--- src/rtl/core_mailbox.sv ---
// core_mailbox: inter-core mailbox with one word FIFO per direction plus a
// status register, mapped at BASE (DATA) and BASE+1 (STATUS) on each core's data bus.
module core_mailbox #(
  parameter int TAM = 16,
  parameter int LDepth = 3,
  parameter logic [TAM-1:0] BASE = 16'h0200
) (
  input  logic           clk,
  input  logic           rst,
  input  logic [TAM-1:0] dataIN0,
  input  logic [TAM-1:0] dataIN1,
  input  logic [TAM-1:0] dataADDR0,
  input  logic [TAM-1:0] dataADDR1,
  input  logic           dataLoad0,
  input  logic           dataLoad1,
  input  logic           dataWrite0,
  input  logic           dataWrite1,
  output logic [TAM-1:0] dataOUT0,
  output logic [TAM-1:0] dataOUT1
);
  localparam int DEPTH = 1 << LDepth;
  localparam logic [TAM-1:0] STAT = BASE + TAM'(1);
  logic [TAM-1:0] w_din [2];
  logic [TAM-1:0] w_addr [2];
  logic [TAM-1:0] w_head [2];
  logic [TAM-1:0] w_out [2];
  logic [LDepth:0] w_cnt [2];
  logic w_ld [2];
  logic w_wr [2];
  logic w_rdat [2];
  assign w_din[0] = dataIN0;
  assign w_din[1] = dataIN1;
  assign w_addr[0] = dataADDR0;
  assign w_addr[1] = dataADDR1;
  assign w_ld[0] = dataLoad0;
  assign w_ld[1] = dataLoad1;
  assign w_wr[0] = dataWrite0;
  assign w_wr[1] = dataWrite1;
  assign dataOUT0 = w_out[0];
  assign dataOUT1 = w_out[1];
  // Block k owns the FIFO written by core k and read by core P.
  for (genvar k = 0; k < 2; k++) begin : g
    localparam int P = 1 - k;
    logic [TAM-1:0] r_mem [DEPTH];
    logic [LDepth-1:0] r_wp, r_rp;
    logic [LDepth:0] r_cnt;
    logic r_unf, r_ovf;
    logic [TAM-1:0] r_out;
    logic w_hit, w_dat, w_we, w_re, w_full, w_rxne, w_push, w_pop;
    logic [TAM-1:0] w_stat;
    assign w_hit = w_addr[k] == BASE || w_addr[k] == STAT;
    assign w_dat = w_addr[k] == BASE;
    assign w_we = w_wr[k] & w_hit;
    assign w_re = w_ld[k] & w_hit & ~w_wr[k];
    assign w_full = r_cnt == (LDepth+1)'(DEPTH);
    assign w_rxne = w_cnt[P] != '0;
    assign w_push = w_we & w_dat & ~w_full;
    assign w_pop = w_rdat[P] & (r_cnt != '0);
    assign w_stat = (TAM'(w_cnt[P]) << 8) | TAM'({r_ovf, r_unf, w_full, w_rxne});
    assign w_rdat[k] = w_re & w_dat;
    assign w_cnt[k] = r_cnt;
    assign w_head[k] = r_mem[r_rp];
    assign w_out[k] = r_out;
    always_ff @(posedge clk)
      if (rst && w_push) r_mem[r_wp] <= w_din[k];
    always_ff @(posedge clk) begin
      if (!rst) begin
        r_wp <= '0;
        r_rp <= '0;
        r_cnt <= '0;
        r_unf <= 1'b0;
        r_ovf <= 1'b0;
        r_out <= '0;
      end else begin
        if (w_push) r_wp <= r_wp + 1'b1;
        if (w_pop) r_rp <= r_rp + 1'b1;
        r_cnt <= r_cnt + (LDepth+1)'(w_push) - (LDepth+1)'(w_pop);
        if (w_we && w_dat && w_full) r_ovf <= 1'b1;
        else if (w_we && !w_dat && w_din[k][3]) r_ovf <= 1'b0;
        if (w_re && w_dat && !w_rxne) r_unf <= 1'b1;
        else if (w_we && !w_dat && w_din[k][2]) r_unf <= 1'b0;
        if (w_re) r_out <= !w_dat ? w_stat : w_rxne ? w_head[P] : '0;
      end
    end
  end
endmodule

--- config.mk ---
export PLATFORM = sky130hd
export DESIGN_NAME = core_mailbox
export DESIGN_NICKNAME = d
export VERILOG_FILES = /design/src/rtl/core_mailbox.sv
export SDC_FILE = /design/constraint.sdc
export NUM_CORES = 1
export LEC_CHECK = 0
export CELL_PAD_IN_SITES_DETAIL_PLACEMENT = 1
export CELL_PAD_IN_SITES_GLOBAL_PLACEMENT = 1
export CORE_AREA = 2 2 185 141
export CTS_CLUSTER_DIAMETER = 80
export DETAILED_ROUTE_END_ITERATION = 10
export DIE_AREA = 0 0 187 143
export PLACE_DENSITY_LB_ADDON = 0.08
export SKIP_CTS_REPAIR_TIMING = 1
export SYNTH_ARGS = -nofsm -noshare
export SYNTH_HDL_FRONTEND = slang
export SYNTH_SLANG_ARGS = --single-unit
--- constraint.sdc ---
create_clock -name clk -period 6.8 [get_ports clk]
set_input_delay 0.68 -clock clk [delete_from_list [all_inputs] [get_ports clk]]
set_output_delay 0.68 -clock clk [all_outputs]
set_load 0.005 [all_outputs]
Word level (Yosys, flattened, before mapping)
Memories as Yosys holds them, arrays and structs flattened. A register that Yosys moved wholly into a read port is not among the register bits.
Cells that the tools add are included.
Widths: inputs -> output; s select.
{"block": "totals", "reg_bits": 56, "latchBits": 0, "ram_bits": 256, "romBits": 0, "input_bits": 70, "output_inout_bits": 32, "elab_cells": 96, "mem_count": 2}
{"block": "classes", "addsub": 8, "multipliers": 0, "n_div": 0, "order_cmp": 0, "eq_ne": 6, "shift": 0, "mux": 20, "n_bitwise": 20, "reduce_logical": 28}
{"name": "g[0].r_mem", "words": 8, "width": 16, "read_ports": 1, "rd_clocked_by_memory_dff": 1, "wr": 1, "line_no": "44", "rtl": "logic [TAM-1:0] r_mem [DEPTH];"}
{"name": "g[1].r_mem", "words": 8, "width": 16, "read_ports": 1, "rd_clocked_by_memory_dff": 1, "wr": 1, "line_no": "44"}
{"op": "$eq 16x10->1 const B", "count": 4}
{"op": "$mux 16", "count": 4}
{"op": "$or 12x4->12", "count": 2}
{"op": "$logic_and 1x1->1", "count": 16}
{"op": "$and 1x1->1", "count": 14}
{"op": "$add 3x1->3 const B", "count": 4}
{"op": "$mux 1", "count": 12}
{"op": "$mux 3", "count": 4}
{"op": "$add 4x1->4", "count": 2}
{"op": "$eq 4x4->1 const B", "count": 2}
{"op": "$reduce_bool 2->1", "count": 4}
{"op": "$reduce_bool 4->1", "count": 2}
{"op": "$sub 4x1->4", "count": 2}
{"op": "$logic_not 1->1", "count": 4}
{"op": "$not 1->1", "count": 4}
{"op": "$logic_or 1x1->1", "count": 2}

Logic depth before layout (Yosys ltp)
Gate-level depths: netlist (run 1).
{"block": "logic_depth", "depth_word": 8, "mapped_depth": 11, "mapped_depth_nobuf": 11}

Least setup slack after synthesis (run 1)
Ideal clock, no wire load.
{"block": "synth_timing", "path_type": "input to register", "from": "input port dataADDR0[5]", "to": "memory g[0].r_mem[1][0], enable pin", "setup_ns": 0.430, "t_arrival_ns": 3.337, "t_required_ns": 6.370, "slack_ns": 3.033, "path_stages": 5, "path_buffers": 1, "path_cell_list": "nor4_2 > nand4_1 > or3_1 > clkbuf_1 > nor4_1"}
{"block": "synth_via", "elab_chain_len": 8, "word_cells_on_any_way": 9, "classes_between": "eq/ne (2); mux (2); bitwise (3); reduce/logical (2)"}
{"element": "start, declared", "line_no": "12", "rtl": "input logic [TAM-1:0] dataADDR0,"}
{"element": "$eq 16x10->1, on equally long branches", "line_no": "51, 52"}
{"element": "$logic_or 1x1->1", "line_no": "51", "rtl": "assign w_hit = w_addr[k] == BASE || w_addr[k] == STAT;"}
{"element": "$and 1x1->1", "line_no": "53", "rtl": "assign w_we = w_wr[k] & w_hit;"}
{"element": "$and 1x1->1 (*) (2 in series)", "line_no": "57", "rtl": "assign w_push = w_we & w_dat & ~w_full;"}
{"element": "$logic_and 1x1->1 (*)", "line_no": "65", "rtl": "if (rst && w_push) r_mem[r_wp] <= w_din[k];"}
{"element": "$mux 1 (*)", "line_no": "65"}
{"element": "$mux 1 (implied by the code) (*)", "line_no": "65"}
{"element": "end, declared", "line_no": "44"}
Every way passes the cells marked *; elsewhere a longest branch is shown, timed or not.

Worst setup path after layout (run 1)
{"block": "layout_timing", "from": "input port dataADDR1[15]", "to": "memory g[1].r_mem[7][14], enable pin"}
{"block": "layout_via", "elab_chain_len": 8, "word_cells_on_any_way": 9, "classes_between": "eq/ne (2); mux (2); bitwise (3); reduce/logical (2)"}
{"element": "start, declared", "line_no": "13", "rtl": "input logic [TAM-1:0] dataADDR1,"}
{"element": "$eq 16x10->1, on equally long branches", "line_no": "51, 52"}
{"element": "$logic_or 1x1->1", "line_no": "51"}
{"element": "$and 1x1->1", "line_no": "53"}
{"element": "$and 1x1->1 (*) (2 in series)", "line_no": "57"}
{"element": "$logic_and 1x1->1 (*)", "line_no": "65"}
{"element": "$mux 1 (*)", "line_no": "65"}
{"element": "$mux 1 (implied by the code) (*)", "line_no": "65"}
{"element": "end, declared", "line_no": "44"}
Marks and branches as above.

==> results of run 1 <==
## power groups by stage
stage | combinational, uW | sequential [uW] | clock [uW]
floorplan | 10.8 | 2140 | 0
global placement | 76.5 | 2140 | 0
detailed placement | 81.7 | 2140 | 0
CTS | 81.8 | 2100 | 1770
global route | 87.3 | 2100 | 1850
finish | 81.7 | 2100 | 1740
## path summary, 6_finish.rpt
kind                                           startpoint                           to  slack (ns)  cells after the start
worst max register to register   g[0].r_cnt[2]$_SDFF_PN0_     g[0].r_cnt[2]$_SDFF_PN0_        3.67                     11
worst min-delay path            dataOUT1[14]$_SDFFE_PN0N_    dataOUT1[14]$_SDFFE_PN0N_        0.46                      2
worst min register to register  dataOUT1[14]$_SDFFE_PN0N_    dataOUT1[14]$_SDFFE_PN0N_        0.46                      2
worst max-delay path                        dataADDR1[15]  g[1].r_mem[7][14]$_DFFE_PP_        3.42                      5
## cell usage after synthesis (8+ instances only)
| master | instances | share of area, % |
|---|---|---|
| a22oi_1 | 8 | 0.48 |
| clkbuf_1 | 20 | 0.60 |
| or3_1 | 10 | 0.50 |
| edfxtp_1 | 256 | 61 |
| ha_1 | 14 | 1.4 |
| a31oi_1 | 10 | 0.50 |
| nor2_1 | 42 | 1.3 |
| mux2_2 | 27 | 2.4 |
| nand2_1 | 45 | 1.3 |
| mux4_2 | 64 | 12 |
| a21oi_1 | 22 | 0.88 |
| inv_1 | 15 | 0.45 |
| dfxtp_1 | 62 | 9.9 |
| nand3_1 | 10 | 0.40 |
| nor3_1 | 10 | 0.40 |
| buf_2 | 9 | 0.36 |
| o21ai_0 | 20 | 0.80 |
## per-layer routing
metal / wire length (um) / global-route usage [%]
met5: 0 / 0
met4: 410 / 4.762
met3: 1363 / 3.760
met2: 13870 / 35.98
met1: 13790 / 33.38
## state kept, by name (all words and copies together) (netlist names), named ones only
register  flops
g.r_ovf       2
g.r_unf       2
g.r_wp        6
dataOUT0     16
g.r_rp        6
g.r_mem     256
g.r_cnt       8
dataOUT1     16
## per-stage QoR
step	hold WS [ns]	instance area, um^2
2_1_floorplan	0.4482	12530
3_3_place_gp	0.4372	14030
3_5_place_dp	0.4530	14030
4_1_cts	0.4615	15060
5_1_grt	0.4855	15060
6_report	0.4618	15060
## cell families after synthesis
family | count (synthesis) | synth area share [%]
DFF | 318 | 71.25
and+or+nand+nor | 161 | 6.839
muxes | 96 | 14.33
AOI/OAI and AO/OA | 74 | 3.594
buffers and inverters | 50 | 1.647
adders and majority gates | 16 | 1.717
xor gates and xnor gates | 9 | 0.6290
## critical path: stages
cell and delay, ns:
clkdlybuf4s50_1 0.43, or4_1 0.56, nor4_2 0.45, nand4_1 0.36, nor2_2 1.04
## cell type report
| cell class | count | area [um^2] |
|---|---|---|
| Fill cell | 2238 | 9776 |
| Sequential cell | 318 | 8931 |
| Multi-Input combinational cell | 356 | 3467 |
| Timing Repair Buffer | 119 | 1146 |
| Clock buffer | 35 | 790.8 |
| Tap cell | 338 | 422.9 |
| Clock inverter | 23 | 242.7 |
| Inverter | 16 | 60.06 |
==> results.sh, run 1 <==
export IMPL_die_y_um=143
export IMPL_hold_violations=0
export IMPL_pwr_share_comb_pct=2.1
export IMPL_cell_internal_pwr_uw=3161
export IMPL_place_congestion=0.7938
export IMPL_fin_skew_ns=0.02189
export IMPL_finalCriticalPeriod_ns=3.384
export IMPL_dr_pass1_iters=5
export IMPL_start_util_pct=50.46
export IMPL_syn_to_final_growth_pct=20.18
export IMPL_slew_viol_final=0
export IMPL_pre_cts_slack_ns=2.825
export IMPL_io_buffers=101
export IMPL_syn_num_nets=810
export IMPL_grt_overflow_total=0
export IMPL_dp_hpwl_um=19100
export IMPL_track_usage_pct=22.64
export IMPL_wl_per_cell_um=24.43
export IMPL_grt_pass1_vias=7658
export IMPL_setup_tns_ns=0
export IMPL_yosys_warnings=0
export IMPL_clk_path_buf_depth=3
export IMPL_antenna_found_initial=0
export IMPL_clkPwrFrac_pct=44.4
export IMPL_cp_arrival_ns=3.54
export IMPL_fin_nets=928
export IMPL_synth_ff_type="edfxtp_1"
export IMPL_crit_fanout=16
export IMPL_drc=0
export IMPL_synth_seq_cells=318
export IMPL_synth_cell_types=51
export IMPL_clock_sinks=318
export IMPL_power_density_mw_per_mm2=260.5
export IMPL_power_uw=3923
export IMPL_fin_cells=1205
export IMPL_ant_nets=0
export IMPL_tightest_slew_ns=1.224
export IMPL_hp_class="reg2reg"
export IMPL_cts_root_buf="clkbuf_16"
export IMPL_mostFrequentLayoutCells="256 x edfxtp_1, 101 x clkdlybuf4s50_1, 64 x mux4_2"
export IMPL_setup_viol=0
export IMPL_cap_violations=0
export IMPL_grt_pass1_wl_um=45610
export IMPL_n_antenna_cell=0
export IMPL_drt_iter0_markers=622
export IMPL_vias=6991
export IMPL_dpl_cell_count=1147
export IMPL_fmax_ghz=0.2955
export IMPL_cts_tree="done"
export IMPL_synth_edf_count=256
export IMPL_crit_type="in2reg"
export IMPL_drive_above_1_share_pct=20.99
export IMPL_die_w_um=187
export IMPL_avgSynthCellArea_um2=17.31
export IMPL_layout_setup_ws_ns=3.416
export IMPL_rsz0062_at_grt="no"
export IMPL_h_tree_depth=1
export IMPL_slew_headroom_pct=18.34
export IMPL_final_common_cell="edfxtp_1"
export IMPL_worst_setup_path_end_kind="flop"
export IMPL_cts_made_buffers=31
export IMPL_wirelength_um=29440
export IMPL_ios=102
export IMPL_cp_start_kind="input port"
export IMPL_syn_inst=724
export IMPL_period_share_pct=49.77
export IMPL_core_mm2=0.02484
export IMPL_crit_required_ns=6.96
export IMPL_status="complete, no violations"
export IMPL_power_switching_uw=762.7
export IMPL_grt_max_degree=46
export IMPL_path_clk_slew_ns=0.06
export IMPL_switching_share_pct=19.44
export IMPL_max_vdd_ir_drop_mv=0.2305
export IMPL_avgViaCountPerCell=5.802
export IMPL_utilization_pct=60.64
export IMPL_synth_area_mm2=0.01253
export IMPL_worstSkewPairLatency_ns=0.56
export IMPL_ys_seq_area_share_pct=71.25
export IMPL_rows=50
export IMPL_p_leak_uw=0.004718
export IMPL_dieArea_mm2=0.02674
export IMPL_pwr_share_seq_pct=53.5
export IMPL_async_reset_ff_share_pct=0
Note: power is estimated with default switching activity, not from simulation.
==> run 2, diff against run 1 <==
--- a/config.mk
+++ b/config.mk
@@ -7,10 +7,10 @@
 export LEC_CHECK = 0
 export CELL_PAD_IN_SITES_DETAIL_PLACEMENT = 1
 export CELL_PAD_IN_SITES_GLOBAL_PLACEMENT = 1
-export CORE_AREA = 2 2 185 141
+export CORE_AREA = 2 2 188 144
 export CTS_CLUSTER_DIAMETER = 80
 export DETAILED_ROUTE_END_ITERATION = 10
-export DIE_AREA = 0 0 187 143
+export DIE_AREA = 0 0 190 146
 export PLACE_DENSITY_LB_ADDON = 0.08
 export SKIP_CTS_REPAIR_TIMING = 1
 export SYNTH_ARGS = -nofsm -noshare
==> constraint.sdc (replaced) <==
create_clock -name clk -period 3.5 [get_ports clk]
set_input_delay 0.35 -clock clk [delete_from_list [all_inputs] [get_ports clk]]
set_output_delay 0.35 -clock clk [all_outputs]
set_load 0.005 [all_outputs]
==> run 2 against run 1 <==
Against the previous run:
- highest routed layer unchanged
- clock skew decreased by 0.0032 ns
- first-iteration DRC count is 8.4% lower
- sequential power up 94%
- critical path depth grew 6
- register-to-register slack lost 2.8 ns
- setup slack worse by 2.7 ns
- final cell count grew 2.0%
- global-route usage is 0.77 points lower
- critical endpoint is now g[0].r_cnt[2]$_SDFF_PN0_
- count of clock-buffer cells in the layout is 3 higher
==> results.sh, run 2 (synthesis gave the netlist of run 1 again) <==
export IMPL_status="complete, no violations"
export IMPL_vias=6918
export IMPL_fin_skew_ns=0.01872
export IMPL_fin_cells=1229
export IMPL_hp_class="in2reg"
export IMPL_tightest_slew_ns=0.7706
export IMPL_clock_sinks=318
export IMPL_top_register="g.r_mem"
export IMPL_dp_hpwl_um=18930
export IMPL_slew_viol_final=0
export IMPL_fmax_ghz=0.3613
export IMPL_worst_setup_path_end_kind="flop"
export IMPL_die_w_um=190
export IMPL_critPathBufInv=2
export IMPL_crit_path_cell_trace="clkdlybuf4s50_1 > or4_1 > nor4_2 > and3_1 > nand2_1 > xnor2_1 > ha_1 > inv_1 > fa_1 > xor2_1 > nor2_1"
export IMPL_fin_nets=945
export IMPL_holdWs_ns=0.4434
export IMPL_multi_input_area_mm2=0.003435
export IMPL_dr_pass1_iters=4
export IMPL_crit_type="in2reg"
export IMPL_grt_pass1_vias=7777
export IMPL_p_leak_uw=0.004814
export IMPL_ant_nets=0
export IMPL_grt_max_degree=32
export IMPL_rows=51
export IMPL_largest_reg_flops=256
export IMPL_cp_start_kind="input port"
export IMPL_cts_root_buf="clkbuf_16"
export IMPL_dpl_cell_count=1170
export IMPL_crit_fanout=3
export IMPL_path_delay_family="simple AND/OR/NAND/NOR gates"
export IMPL_drt_iter0_markers=570
export IMPL_max_vdd_ir_drop_mv=0.3922
export IMPL_track_usage_pct=21.87
export IMPL_path_clk_slew_ns=0.06
export IMPL_setup_viol=0
export IMPL_ff_latch_area_mm2=0.008931
export IMPL_io_buffers=101
export IMPL_crit_required_ns=3.92
export IMPL_core_mm2=0.02572
export IMPL_power_density_mw_per_mm2=505.4
export IMPL_slew_headroom_pct=48.55
export IMPL_clk_path_buf_depth=3
export IMPL_drc=0
export IMPL_cp_arrival_ns=3.19
export IMPL_dieArea_mm2=0.02774
export IMPL_fill_cells=2340
export IMPL_finalCriticalPeriod_ns=2.768
export IMPL_mostFrequentLayoutCells="256 x edfxtp_1, 101 x clkdlybuf4s50_1, 64 x mux4_2"
export IMPL_cap_violations=0
export IMPL_wl_per_cell_um=23.85
export IMPL_power_uw=7687
export IMPL_setup_tns_ns=0
export IMPL_avgViaCountPerCell=5.629
export IMPL_place_congestion=0.7895
export IMPL_syn_to_final_growth_pct=21.37
export IMPL_start_util_pct=48.73
export IMPL_hold_violations=0
export IMPL_cts_tree="done"
export IMPL_crit_path_max_incr_delay_ns=0.57
export IMPL_period_share_pct=79.07
export IMPL_rsz0062_at_grt="no"
export IMPL_drive_above_1_share_pct=22.29
export IMPL_cp_slowest_cell="or4_1"
export IMPL_wirelength_um=29310
export IMPL_cts_made_buffers=31
export IMPL_die_y_um=146
export IMPL_grt_pass1_wl_um=45740
export IMPL_ios=102
export IMPL_worstSkewPairLatency_ns=0.56
export IMPL_h_tree_depth=1
export IMPL_final_common_cell="edfxtp_1"
export IMPL_antenna_found_initial=0
export IMPL_grt_overflow_total=0
export IMPL_reg2reg_setup_slack_ns=0.88
==> run 2: cell types whose count changed in the layout (fill, tap and decap cells not counted) <==
cell,before,now
nor2_1,40,42
buf_12,0,1
nor4_2,5,6
nor4_4,2,1
nor2_2,2,0
clkinv_4,1,0
diode_2,0,1
clkinvlp_4,1,0
clkinv_2,9,7
buf_4,18,34
clkbuf_8,0,3
clkinv_8,0,1
nor3_4,3,0
nor3_2,3,6
==> run 2: worst min-delay path, stage by stage <==
cell and delay, ns:
clkdlybuf4s50_1 0.44, nand4_1 0.09, a21oi_1 0.06
==> run 2: metrics by stage <==
step | worst slack [ns] | area, um^2 | util (%)
6_report | 0.7325 | 15210 | 59.14
5_1_grt | 0.5840 | 15210 | 59.13
4_1_cts | 0.7441 | 15210 | 59.13
3_5_place_dp | 0.1606 | 14140 | 54.99
3_3_place_gp | 0.2790 | 14140 | 54.99
2_1_floorplan | 0.06291 | 12530 | -
==> run 2: layout make-up <==
cell class | instances | area share [%]
sequential | 318 | 58.72
multi-input combinational | 356 | 22.58
timing repair buffer | 136 | 8.457
clock buffer | 38 | 5.471
tap | 344 | 2.830
clock inverter | 20 | 1.530
inverter | 16 | 0.3949
antenna | 1 | 0.01645
==> run 2: path summary, 6_finish.rpt <==
path | from | to | depth (start not counted)
min reg2reg | dataOUT1[5]$_SDFFE_PN0N_ | dataOUT1[5]$_SDFFE_PN0N_ | 2
max reg2reg | g[0].r_cnt[3]$_SDFF_PN0_ | g[0].r_cnt[2]$_SDFF_PN0_ | 12
min | dataWrite0 | g[0].r_ovf$_SDFFE_PN0P_ | 3
max | dataADDR1[12] | g[0].r_cnt[2]$_SDFF_PN0_ | 11
==> run 2: routing by layer <==
metal | GRT usage, % | part of all wire (%)
met1 | 32.80 | 46
met3 | 3.328 | 6.1
met4 | 4.186 | 1.4
met2 | 34.42 | 46
met5 | 0 | 0
==> run 2: report_power, final <==
part	switching (uW)	total [uW]	internal (uW)
Combinational	77.8	154	75.7
Sequential	0.00309	4080	4080
Clock	1400	3460	2060
==> run 3, diff against run 2 <==
==> constraint.sdc (replaced) <==
create_clock -name clk -period 2.8 [get_ports clk]
set_input_delay 0.28 -clock clk [delete_from_list [all_inputs] [get_ports clk]]
set_output_delay 0.28 -clock clk [all_outputs]
set_load 0.005 [all_outputs]
==> run 3 against run 2 <==
Against the previous run:
- register-to-register slack lost 0.47 ns
- routed wire length down 1.2%
- first-iteration DRC count decreased by 23%
- sequential power is 25% higher
- global-route usage fell by 0.20 points
- die area unchanged
- worst hold slack got worse by 0.053 ns
- highest routed layer unchanged
- non-clock buffer count grew 19
- combinational power is 27% higher
- critical path depth unchanged
- core utilization up 1.2 points
- count of clock-buffer cells in the layout rose by 6
==> results.sh, run 3 (synthesis gave the netlist of run 1 again) <==
export IMPL_fill_cells=2321
export IMPL_fin_skew_ns=0.01116
export IMPL_cp_arrival_ns=3.03
export IMPL_n_antenna_cell=0
export IMPL_rows=51
export IMPL_mostFrequentLayoutCells="256 x edfxtp_1, 101 x clkdlybuf4s50_1, 64 x mux4_2"
export IMPL_min_delay_start="dataWrite0"
export IMPL_vias=7100
export IMPL_cp_start_kind="input port"
export IMPL_slew_viol_final=0
export IMPL_hp_class="in2reg"
export IMPL_tightest_slew_ns=0.7498
export IMPL_met2WireLength_um=13450
export IMPL_placed_cell_area_mm2=0.01446
export IMPL_crit_fanout=3
export IMPL_h_tree_depth=1
export IMPL_drive_above_1_share_pct=24.03
export IMPL_cp_slowest_cell="or4b_4"
export IMPL_worstSkewPairLatency_ns=0.55
export IMPL_crit_type="in2reg"
export IMPL_cap_violations=0
export IMPL_fin_nets=964
export IMPL_start_util_pct=48.73
export IMPL_path_delay_family="simple AND/OR/NAND/NOR gates"
export IMPL_pre_cts_slack_ns=-0.3763
export IMPL_hold_violations=0
export IMPL_min_path_cells=3
export IMPL_routed_wl_met3_um=1779
export IMPL_path_clk_slew_ns=0.06
export IMPL_reg2reg_setup_slack_ns=0.41
export IMPL_crit_required_ns=3.23
export IMPL_track_usage_pct=21.67
export IMPL_dp_hpwl_um=19460
export IMPL_dieArea_mm2=0.02774
export IMPL_drt_iter0_markers=439
export IMPL_setup_viol=0
export IMPL_antenna_found_initial=0
export IMPL_final_common_cell="edfxtp_1"
export IMPL_period_share_pct=92.87
export IMPL_slew_headroom_pct=49.94
export IMPL_grt_pass1_wl_um=45670
export IMPL_fmax_ghz=0.3845
export IMPL_grt_max_degree=35
export IMPL_status="complete, no violations"
export IMPL_reg2reg_to="g[0].r_mem[1][12]$_DFFE_PP_"
export IMPL_layout_setup_ws_ns=0.1995
export IMPL_clock_sinks=318
export IMPL_grt_overflow_total=0
export IMPL_wirelength_um=28950
export IMPL_ant_nets=0
export IMPL_syn_to_final_growth_pct=23.79
export IMPL_critPathBufInv=2
export IMPL_dr_pass1_iters=5
export IMPL_min_to="g[0].r_ovf$_SDFFE_PN0P_"
export IMPL_power_density_mw_per_mm2=615.1
export IMPL_p_leak_uw=0.004937
export IMPL_holdWs_ns=0.3903
export IMPL_io_buffers=101
export IMPL_clk_path_buf_depth=3
export IMPL_m1WireLength_um=13170
export IMPL_crit_path_max_incr_delay_ns=0.55
export IMPL_cts_tree="done"
export IMPL_worstReg2RegStart="g[0].r_cnt[2]$_SDFF_PN0_"
export IMPL_avgViaCountPerCell=5.694
export IMPL_rsz0062_at_grt="no"
export IMPL_largest_reg_flops=256
export IMPL_r2r_cells=7
export IMPL_cts_made_buffers=31
export IMPL_grt_pass1_vias=7890
export IMPL_top_layer="met4"
export IMPL_fin_area_mm2=0.01551
export IMPL_cts_root_buf="clkbuf_16"
export IMPL_setup_tns_ns=0
export IMPL_max_vdd_ir_drop_mv=0.4945
export IMPL_die_y_um=146
export IMPL_wl_per_cell_um=23.22
export IMPL_top_register="g.r_mem"
export IMPL_ios=102
export IMPL_worst_setup_path_end_kind="flop"
export IMPL_place_congestion=0.7587
export IMPL_drc=0
export IMPL_crit_path_cell_trace="clkdlybuf4s50_1 > or4b_4 > nor4_2 > and3_1 > nand2_1 > xnor2_1 > ha_1 > inv_1 > fa_1 > xor2_1 > nor2_1"
export IMPL_core_mm2=0.02572
export IMPL_finalCriticalPeriod_ns=2.600
export IMPL_die_w_um=190
-- run 3: cell types whose count changed in the layout (fill, tap and decap cells not counted) --
cell,before,now
buf_4,34,39
clkinv_1,6,1
clkbuf_1,4,8
bufinv_16,5,4
clkinv_4,0,1
clkbuf_8,3,5
clkinv_2,7,6
clkinv_8,1,0
buf_12,1,15
clkinvlp_4,0,1
diode_2,1,0
-- run 3: final cells by class --
class                      count  area (um^2)  share of cell area (%)
clock buffer                  44        874.6                   5.638
multi-input combinational    356         3435                   22.14
sequential                   318         8931                   57.57
clock inverter                14        178.9                   1.153
inverter                      16        60.06                  0.3871
tap                          344        430.4                   2.774
timing repair buffer         155         1604                   10.34
-- run 3: power by group --
| part | switching [uW] | leakage, uW | total [uW] | internal (uW) |
|---|---|---|---|---|
| clock network | 1710 | 0.000518 | 4250 | 2540 |
| registers | 0.00409 | 0.00280 | 5100 | 5100 |
| logic | 97.4 | 0.00162 | 196 | 98.6 |
| total | 1810 | 0.00494 | 9540 | 7730 |
-- run 3: worst register-to-register path, delay by kind of cell (launching register included) --
| kind | cells | cell delay [ns] |
|---|---|---|
| AND/OR/NAND/NOR | 3 | 0.94 |
| buffers and inverters | 3 | 0.58 |
| flip-flops | 1 | 0.35 |
| adder cells (fa/ha/maj) | 1 | 0.22 |
-- run 3: worst max path at each step --
stage	end	cells past startpoint	from
after CTS	g[0].r_cnt[2]$_SDFF_PN0_	11	dataADDR1[11]
after global placement	g[0].r_cnt[2]$_SDFF_PN0_	11	dataADDR1[11]
final	g[0].r_cnt[2]$_SDFF_PN0_	11	dataADDR1[11]
after detailed placement	g[0].r_cnt[2]$_SDFF_PN0_	11	dataADDR1[11]
after global routing	g[0].r_cnt[2]$_SDFF_PN0_	11	dataADDR1[11]
after floorplan	g[0].r_mem[1][0]$_DFFE_PP_	5	dataADDR0[5]
-- run 3: through the flow --
step,util [%],power [uW],std cells
floorplan,-,5225,724
global placement,56.23,5380,1189
detailed placement,56.23,5394,1189
CTS,60.33,9614,1247
global route,60.33,9795,1247
finish,60.33,9542,1247
-- run 3: metal layers --
metal	up-vias	global-route usage (%)
met5	-	0
met4	0	5.349
met3	41	4.365
met2	215	33.45
met1	3679	31.81
li1	3165	-
